**src/rtl/bin_bcd_conv.sv**
```systemverilog
// bin_bcd_conv -- sequential binary-to-BCD converter (shift-and-add-3),
// one input bit consumed every two clocks (ADJ then SHIFT).
//
// Ports:
//   clk    system clock, all state on rising edge
//   rst_n  asynchronous active-low reset
//   gen    start request, sampled only while idle
//   bin    binary value, captured on the accepting edge
//   busy   high while a conversion is in progress
//   done   one-cycle pulse when bcd/blank/ovf have been updated
//   bcd    result digits, digit i at [4i+3:4i], digit 0 least significant
//   blank  bit i set: digit i is a suppressed leading zero (bit 0 never set)
//   ovf    last converted value did not fit in DIGITS digits (bcd saturated)

// Per-digit add-3 correction applied before every shift.
module bin_bcd_digit_adj (
  input  logic [3:0] din,
  output logic [3:0] dout
);
  assign dout = (din >= 4'd5) ? din + 4'd3 : din;
endmodule

module bin_bcd_conv #(
  parameter int BIN_W  = 17,
  parameter int DIGITS = 6
) (
  input  logic                  clk,
  input  logic                  rst_n,
  input  logic                  gen,
  input  logic [BIN_W-1:0]      bin,
  output logic                  busy,
  output logic                  done,
  output logic [4*DIGITS-1:0]   bcd,
  output logic [DIGITS-1:0]     blank,
  output logic                  ovf
);

  localparam int BW = 4 * DIGITS;
  localparam int CW = $clog2(BIN_W + 1);
  // Reset shows a single "0": every digit blanked except the units digit.
  localparam logic [DIGITS-1:0] BLANK_RST = ~DIGITS'(1);

  typedef enum logic [1:0] {IDLE, ADJ, SHIFT, FINISH} state_t;

  state_t            state, state_nxt;
  logic [BW-1:0]     work, work_adj, res;
  logic [BIN_W-1:0]  shreg;
  logic [CW-1:0]     cnt;
  logic              sticky;
  logic [DIGITS-1:0] blank_nxt;
  logic              allz;

  genvar g;
  generate
    for (g = 0; g < DIGITS; g++) begin : g_dig
      bin_bcd_digit_adj u_adj (
        .din  (work[4*g +: 4]),
        .dout (work_adj[4*g +: 4])
      );
    end
  endgenerate

  always_ff @(posedge clk or negedge rst_n) begin
    if (!rst_n) state <= IDLE;
    else        state <= state_nxt;
  end

  always_comb begin
    state_nxt = state;
    case (state)
      IDLE:    if (gen) state_nxt = ADJ;
      ADJ:     state_nxt = SHIFT;
      SHIFT:   state_nxt = (cnt == CW'(1)) ? FINISH : ADJ;
      FINISH:  state_nxt = IDLE;
      default: state_nxt = IDLE;
    endcase
  end

  // Saturate to all nines once any bit has fallen off the top digit.
  assign res = sticky ? {DIGITS{4'd9}} : work;

  // Walk from the top digit down; a digit is blank while everything above
  // and including it is zero. Units digit is always shown.
  always_comb begin
    blank_nxt = '0;
    allz      = 1'b1;
    for (int i = DIGITS - 1; i >= 1; i--) begin
      allz         = allz & (res[4*i +: 4] == 4'd0);
      blank_nxt[i] = allz;
    end
  end

  always_ff @(posedge clk or negedge rst_n) begin
    if (!rst_n) begin
      work   <= '0;
      shreg  <= '0;
      cnt    <= '0;
      sticky <= 1'b0;
      bcd    <= '0;
      blank  <= BLANK_RST;
      ovf    <= 1'b0;
      done   <= 1'b0;
    end else begin
      done <= (state == FINISH);
      case (state)
        IDLE: if (gen) begin
          shreg  <= bin;
          work   <= '0;
          sticky <= 1'b0;
          cnt    <= CW'(BIN_W);
        end
        ADJ: work <= work_adj;
        SHIFT: begin
          work   <= {work[BW-2:0], shreg[BIN_W-1]};
          shreg  <= {shreg[BIN_W-2:0], 1'b0};
          sticky <= sticky | work[BW-1];
          cnt    <= cnt - CW'(1);
        end
        FINISH: begin
          bcd   <= res;
          blank <= blank_nxt;
          ovf   <= sticky;
        end
        default: ;
      endcase
    end
  end

  assign busy = (state != IDLE);

endmodule
```
**config.mk**
```make
export PLATFORM = sky130hd
export DESIGN_NAME = bin_bcd_conv
export DESIGN_NICKNAME = d
export VERILOG_FILES = /design/src/rtl/bin_bcd_conv.sv
export SDC_FILE = /design/constraint.sdc
export NUM_CORES = 1
export LEC_CHECK = 0
export CAP_MARGIN = 5
export CELL_PAD_IN_SITES_DETAIL_PLACEMENT = 0
export CELL_PAD_IN_SITES_GLOBAL_PLACEMENT = 1
export CORE_MARGIN = 8
export CORE_UTILIZATION = 37
export DETAILED_ROUTE_END_ITERATION = 6
export PLACE_DENSITY_LB_ADDON = 0.1
export RECOVER_POWER = 25
export SLEW_MARGIN = 10
export SYNTH_ARGS = -nofsm -noshare
export SYNTH_HDL_FRONTEND = slang
export SYNTH_SLANG_ARGS = --single-unit
```
**constraint.sdc**
```tcl
create_clock -name clk -period 2.5 [get_ports clk]
set_input_delay 0.375 -clock clk [delete_from_list [all_inputs] [get_ports clk]]
set_output_delay 0.375 -clock clk [all_outputs]
set_load 0.02 [all_outputs]
```
==> results of run 1 <==
## area by class of cell
class / count / area [um2] / share of cell area [%]
clock buffers: 11 / 233 / 4.29
clock inverters: 5 / 105 / 1.94
inverters: 47 / 176 / 3.25
multi-input cells: 310 / 2060 / 37.9
flip-flops and latches: 80 / 2010 / 37.0
well taps: 147 / 184 / 3.39
repair buffers: 66 / 662 / 12.2
## where the power goes
| group | switching, mW | total (mW) | internal (mW) | leakage [nW] |
|---|---|---|---|---|
| sequential | 0.455 | 2.26 | 1.81 | 1.00 |
| clock | 0.533 | 1.51 | 0.977 | 0.156 |
| combinational | 2.03 | 3.53 | 1.50 | 1.02 |
## sequential cells by signal, summed over array words and instances, names as in the netlist
signal	cells
sticky	1
bcd	24
work	24
state	2
shreg	17
cnt	5
done	1
blank	5
ovf	1
## layer usage
| layer | track usage (%) | wire length, um | vias to the layer above |
|---|---|---|---|
| li1 | - | - | 1787 |
| met1 | 20.2 | 5580 | 1758 |
| met2 | 22.6 | 5030 | 106 |
| met3 | 3.02 | 518 | 10 |
| met4 | 5.16 | 142 | 0 |
| met5 | 0 | 0 | - |
## cells by family after synthesis
logic type,after synthesis,share of synthesized area [%]
other,1,0.0853
XOR/XNOR,1,0.199
AO/OA/AOI/OAI,166,24.1
AND/OR/NAND/NOR,102,11.8
buffers and inverters,79,7.52
flip-flops,80,45.7
multiplexers,21,5.24
adder cells (fa/ha/maj),19,5.41
## per-stage QoR
stage                     power (mW)  util [%]
after floorplan                 4.59         -
after global placement          5.74      43.1
after detailed placement        5.82      43.1
after CTS                       7.36      45.9
after global routing            7.90      45.9
final                           7.30      45.9
## worst max path at each step
stage,endpoint,slack (ns)
2_1_floorplan,work[1],0.64
3_3_place_gp,work[0],0.38
3_5_place_dp,work[17],0.32
4_1_cts,busy,0.02
5_1_grt,busy,0.003
6_report,busy,0.12
## Yosys cell counts, types with 3 or more instances
master,instances,area [um2]
a211oi_1,6,45.0
a21oi_1,34,170
a22oi_1,17,128
buf_1,4,15.0
buf_2,6,30.0
buf_6,3,33.8
clkbuf_1,18,67.6
dfrtp_1,75,1880
dfstp_2,5,131
ha_1,19,238
inv_1,47,176
mux2_2,16,180
mux2i_1,5,50.1
nand2_1,18,67.6
nand2b_1,14,87.6
nand3_1,3,15.0
nand3b_1,12,90.1
nor2_1,37,139
nor3_1,6,30.0
o21ai_0,47,235
o22ai_1,27,169
o2bb2ai_1,5,43.8
o32a_1,6,60.1
o32ai_1,6,52.6
o41ai_1,10,87.6
## critical path, stage by stage (launching register included)
cell             delay (ns)
dfrtp_1                0.40
inv_1                  0.15
ha_1                   0.25
buf_8                  0.22
inv_1                  0.09
clkdlybuf4s50_1        0.55
==> metrics.md, run 1 <==
| Metric | Value |
|---|---|
| Post-cts gate resize count | `0` |
| Hold Path Stages | `2` |
| Pre-antenna DRT Iters | `4` |
| Outcome | `complete, but fails checks` |
| Antenna diode count | `0` |
| Syn_area_per_cell | `~9.4 um2` |
| YS warnings | `0` |
| Cell area after placement | `around 5100 um2` |
| Hold Path End | `blank[2]` |
| Maximum root-to-sink buffer count | `2` |
| Core Region | `around 12000 um2` |
| Power per standard cell area | `between 1000 and 1500 nW/um2` |
| Initial Util | `37.2%` |
| Port Buf Inserts | `51` |
| Finished Layout Cells | `~670` |
| Endpoint class of the critical path | `output pin` |
| Reg2reg path depth | `7` |
| Setup violations, final | `0` |
| Post-synthesis sequential area ratio | `45.7%` |
| Tightest Pin Transition | `2.05 ns` |
| Final setup margin | `0.117 ns` |
| R2R Setup Slk | `0.38 ns` |
| Yosys cell types | `44` |
| FMAX | `0.420 GHz` |
| Hold_buf cts | `0` |
| RR Startpoint | `state[0]` |
| CTS Sinks | `80` |
| Number of global-route vias before repair | `3659` |
| R2r endpoint | `work[18]` |
| Launch point of the critical path | `state[0]` |
| Setup Fix Bufs, Post-CTS | `0` |
| Fin Setup TNS | `0 ns` |
| Initial antenna violation count | `0` |
| Most used DFF post-synth | `dfrtp_1` |
| TritonCTS Buffers | `9` |
| Via density | `5.50` |
| TritonCTS clock tree | `done` |
| Relative max-transition margin | `-36.8%` |
| Dpl cells | `650` |
| Crit path arrival time | `2.01 ns` |
| H-tree Lvls | `3` |
| Fin. max-slew vios | `34` |
| DR iter-0 viols | `283` |
| EDFF count, synth | `0` |
| Hold slack | `0.467 ns` |
| Clock Pin Slew Worst Setup and Hold Paths | `0.06 ns` |
| Largest net degree at the start of global routing | `60` |
| CP max FO | `30` |
| Clk_lat worst skew | `0.34 ns` |
| Placer congestion estimate | `0.774` |
| Type of the worst min-delay path | `reg2reg` |
| ANT nets after route | `0` |
| Tcrit/Tclk final | `95.3%` |
| First-pass GRT wire length | `~19000 um` |
| Die footprint | `15600 um2` |
| #FFs+latches synth | `80` |
| Worst vdd ir | `0.474 mV` |
| Root buffer cell | `clkbuf_16` |
| Syn Nets | `508` |
| Wire per inst | `~17 um` |
| Commonest non-fill, non-tap cell in the layout | `dfrtp_1` |
| Die Span Y | `roughly 120 um` |
| Failing checks | `max-capacitance violations, max-slew violations` |
| Setup WS pre-CTS | `0.319 ns` |
| Syn Inst Count | `about 470` |
| Critical Path RT | `2.12 ns` |
| Clk_skew | `0.00646 ns` |
| DRC viols | `0` |
| Overall Global Routing Usage | `14.7%` |
| Hpwl dp | `7700 um` |
| Design Area, Final | `5430 um2` |
| Startpoint types | `flip-flop` |
| Layout Nets | `around 550` |
| Hold_sp | `blank[2]` |
| Async set or reset register ratio after synthesis | `100%` |
| Total routed wirelength | `11300 um` |
| Row count | `40` |
| Synth-to-layout area growth | `23.5%` |
| Commonest non-fill, non-tap cells in the layout | `dfrtp_1 (75), clkdlybuf4s50_1 (50), inv_1 (47), o21ai_0 (47), nor2_1 (37)` |
| Io pins | `53` |
| Final hold viol count | `0` |
| Leakage | `roughly 2.2 nW` |
| Number of fill cells in the layout | `1183` |
| Tmin final | `2.38 ns` |
| Worst Setup Path Type | `reg2out` |
| Overflow after GRT | `0` |
| MaxCap Viol Count | `1` |
| Layout cells sized above 1 | `about a tenth` |
| Via count | `3661` |
| RSZ-0062 raised after global routing | `false` |
| Synthesized cell area | `4390 um2` |
| DIE WIDTH | `125 um` |
Note: power is estimated with default switching activity, not from simulation.
==> run 2, diff against run 1 <==
--- a/config.mk
+++ b/config.mk
@@ -5,7 +5,6 @@
 export SDC_FILE = /design/constraint.sdc
 export NUM_CORES = 1
 export LEC_CHECK = 0
-export CAP_MARGIN = 5
 export CELL_PAD_IN_SITES_DETAIL_PLACEMENT = 0
 export CELL_PAD_IN_SITES_GLOBAL_PLACEMENT = 1
 export CORE_MARGIN = 8
@@ -13,7 +12,7 @@
 export DETAILED_ROUTE_END_ITERATION = 6
 export PLACE_DENSITY_LB_ADDON = 0.1
 export RECOVER_POWER = 25
-export SLEW_MARGIN = 10
+export SLEW_MARGIN = 5
 export SYNTH_ARGS = -nofsm -noshare
 export SYNTH_HDL_FRONTEND = slang
 export SYNTH_SLANG_ARGS = --single-unit
==> results of run 2 <==
No change in the layout: final DEF, timing and power equal those of run 1.
==> run 3, diff against run 2 <==
--- a/config.mk
+++ b/config.mk
@@ -5,6 +5,7 @@
 export SDC_FILE = /design/constraint.sdc
 export NUM_CORES = 1
 export LEC_CHECK = 0
+export ABC_CLOCK_PERIOD_IN_PS = 2500
 export CELL_PAD_IN_SITES_DETAIL_PLACEMENT = 0
 export CELL_PAD_IN_SITES_GLOBAL_PLACEMENT = 1
 export CORE_MARGIN = 8
==> constraint.sdc (replaced) <==
create_clock -name clk -period 2.5 [get_ports clk]
set_input_delay 0.375 -clock clk [delete_from_list [all_inputs] [get_ports clk]]
set_output_delay 0.375 -clock clk [all_outputs]
set_load 0.1 [all_outputs]
==> metrics.md, run 3 (synthesized netlist as in run 1, its figures left out) <==
| Metric | Value |
|---|---|
| Outcome | `complete, no violations` |
| Crit-path leading delay family | `buffers and inverters` |
| Root buffer cell | `clkbuf_16` |
| Hold_buf cts | `0` |
| Total routed wirelength | `11500 um` |
| Io pins | `53` |
| H-tree Lvls | `3` |
| Worst path cell trace | `inv_1, ha_1, buf_4, inv_1, buf_12` |
| Endpoint class of the critical path | `output pin` |
| Largest net degree at the start of global routing | `60` |
| TritonCTS clock tree | `done` |
| Clk_lat worst skew | `0.35 ns` |
| Most used cell, CP | `inv_1` |
| Finished Layout Cells | `667` |
| Pre-antenna DRT Iters | `6` |
| Design Area, Final | `roughly 5300 um2` |
| Number of fill cells in the layout | `1162` |
| CP Buf/Inv Count | `4` |
| Die Span Y | `125 um` |
| Commonest non-fill, non-tap cells in the layout | `dfrtp_1 (75), inv_1 (47), o21ai_0 (47), buf_4 (44), nor2_1 (37)` |
| Wire per inst | `17.2 um` |
| Tmin final | `about 2.1 ns` |
| Layout cells sized above 1 | `16.5%` |
| Crit-path slowest cell | `dfrtp_1` |
| Number of global-route vias before repair | `3667` |
| Worst stage delay on the critical path | `0.40 ns` |
| Core Region | `11800 um2` |
| Setup WS pre-CTS | `roughly 0.33 ns` |
| Setup Fix Bufs, Post-CTS | `0` |
| Clk_skew | `0.00925 ns` |
| Commonest non-fill, non-tap cell in the layout | `dfrtp_1` |
| CTS Sinks | `80` |
| Synth-to-layout area growth | `20.7%` |
| Worst Setup Path Type | `reg2out` |
| Launch point of the critical path | `state[0]` |
| Type of the worst min-delay path | `in2async` |
| Cell area after placement | `5010 um2` |
| Tcrit/Tclk final | `85.9%` |
| FMAX | `0.465 GHz` |
| Final hold viol count | `0` |
| TritonCTS Buffers | `9` |
| Tightest Pin Transition | `roughly 1.2 ns` |
| Maximum root-to-sink buffer count | `2` |
| CP max FO | `30` |
| Layout Nets | `554` |
| ANT nets after route | `0` |
| Setup violations, final | `0` |
| Placer congestion estimate | `0.781` |
| Via density | `~5.4` |
| Dpl cells | `651` |
| Critical Path RT | `roughly 2.1 ns` |
| Die footprint | `around 16000 um2` |
| Clock Pin Slew Worst Setup and Hold Paths | `0.07 ns` |
| RR Startpoint | `state[0]` |
| First-pass GRT wire length | `19000 um` |
| Post-cts gate resize count | `0` |
| RSZ-0062 raised after global routing | `false` |
| Largest regs | `bcd (24), work (24), shreg (17)` |
| Multi-input combinational cell area | `2060 um2` |
| DIE WIDTH | `about 120 um` |
| Overall Global Routing Usage | `15.1%` |
| Antenna diode count | `0` |
| Hpwl dp | `7740 um` |
| DR iter-0 viols | `297` |
| Fin Setup TNS | `0 ns` |
| Final setup margin | `0.351 ns` |
| Port Buf Inserts | `51` |
| Initial antenna violation count | `0` |
| Via count | `approximately 3600` |
| Overflow after GRT | `0` |
| DRC viols | `0` |
| Crit path arrival time | `1.77 ns` |
| Relative max-transition margin | `about 22%` |
| Fin. max-slew vios | `0` |
| Initial Util | `37.2%` |
| Row count | `40` |
| Reg area | `2010 um2` |
| MaxCap Viol Count | `0` |
| Startpoint types | `flip-flop` |
run 3: cell types whose count changed in the layout (fill, tap and decap cells not counted):
cell | before | now
buf_4 | 11 | 44
buf_8 | 1 | 0
bufinv_16 | 3 | 1
clkbuf_1 | 3 | 2
clkbuf_2 | 0 | 1
clkbuf_8 | 0 | 1
clkdlybuf4s50_1 | 50 | 18
clkinv_2 | 0 | 2
clkinv_4 | 0 | 1
clkinvlp_4 | 2 | 1
run 3: path summary, 6_finish.rpt:
check / cells after the start / slack (ns) / to
worst max-delay path: 5 / 0.35 / busy
worst min-delay path: 1 / 0.19 / bcd[13]
worst max register to register: 5 / 0.37 / shreg[0]
worst min register to register: 2 / 0.47 / blank[3]
max in group asynchronous: 2 / 0.70 / shreg[0]
min in group clk: 2 / 0.47 / blank[3]
run 3: per-stage QoR:
| step | hold slack, ns | util, % |
|---|---|---|
| finish | 0.192 | 44.9 |
| global route | 0.272 | 44.9 |
| CTS | 0.0119 | 45.0 |
| detailed placement | 0.390 | 42.4 |
| global placement | 0.384 | 42.4 |
| floorplan | 0.0794 | - |
run 3: layer usage:
metal / vias to the layer above / share of wire (%) / global-route usage, %
met5: - / 0 / 0
met4: 0 / 2.1 / 7.59
met3: 15 / 4.1 / 3.48
met2: 73 / 44 / 23.0
met1: 1720 / 50 / 19.6
li1: 1799 / - / -
run 3: final cells by class:
cell class,count,share of cell area [%]
clock buffer,11,4.58
clock inverter,5,1.06
inverter,47,3.33
multi-input combinational,310,38.8
sequential,80,37.9
tap,147,3.47
timing repair buffer,67,10.9
Power of run 3 is left out: the tool's default activity adds up to more than one toggle a clock period on the data nets, which glitch-free logic cannot reach.
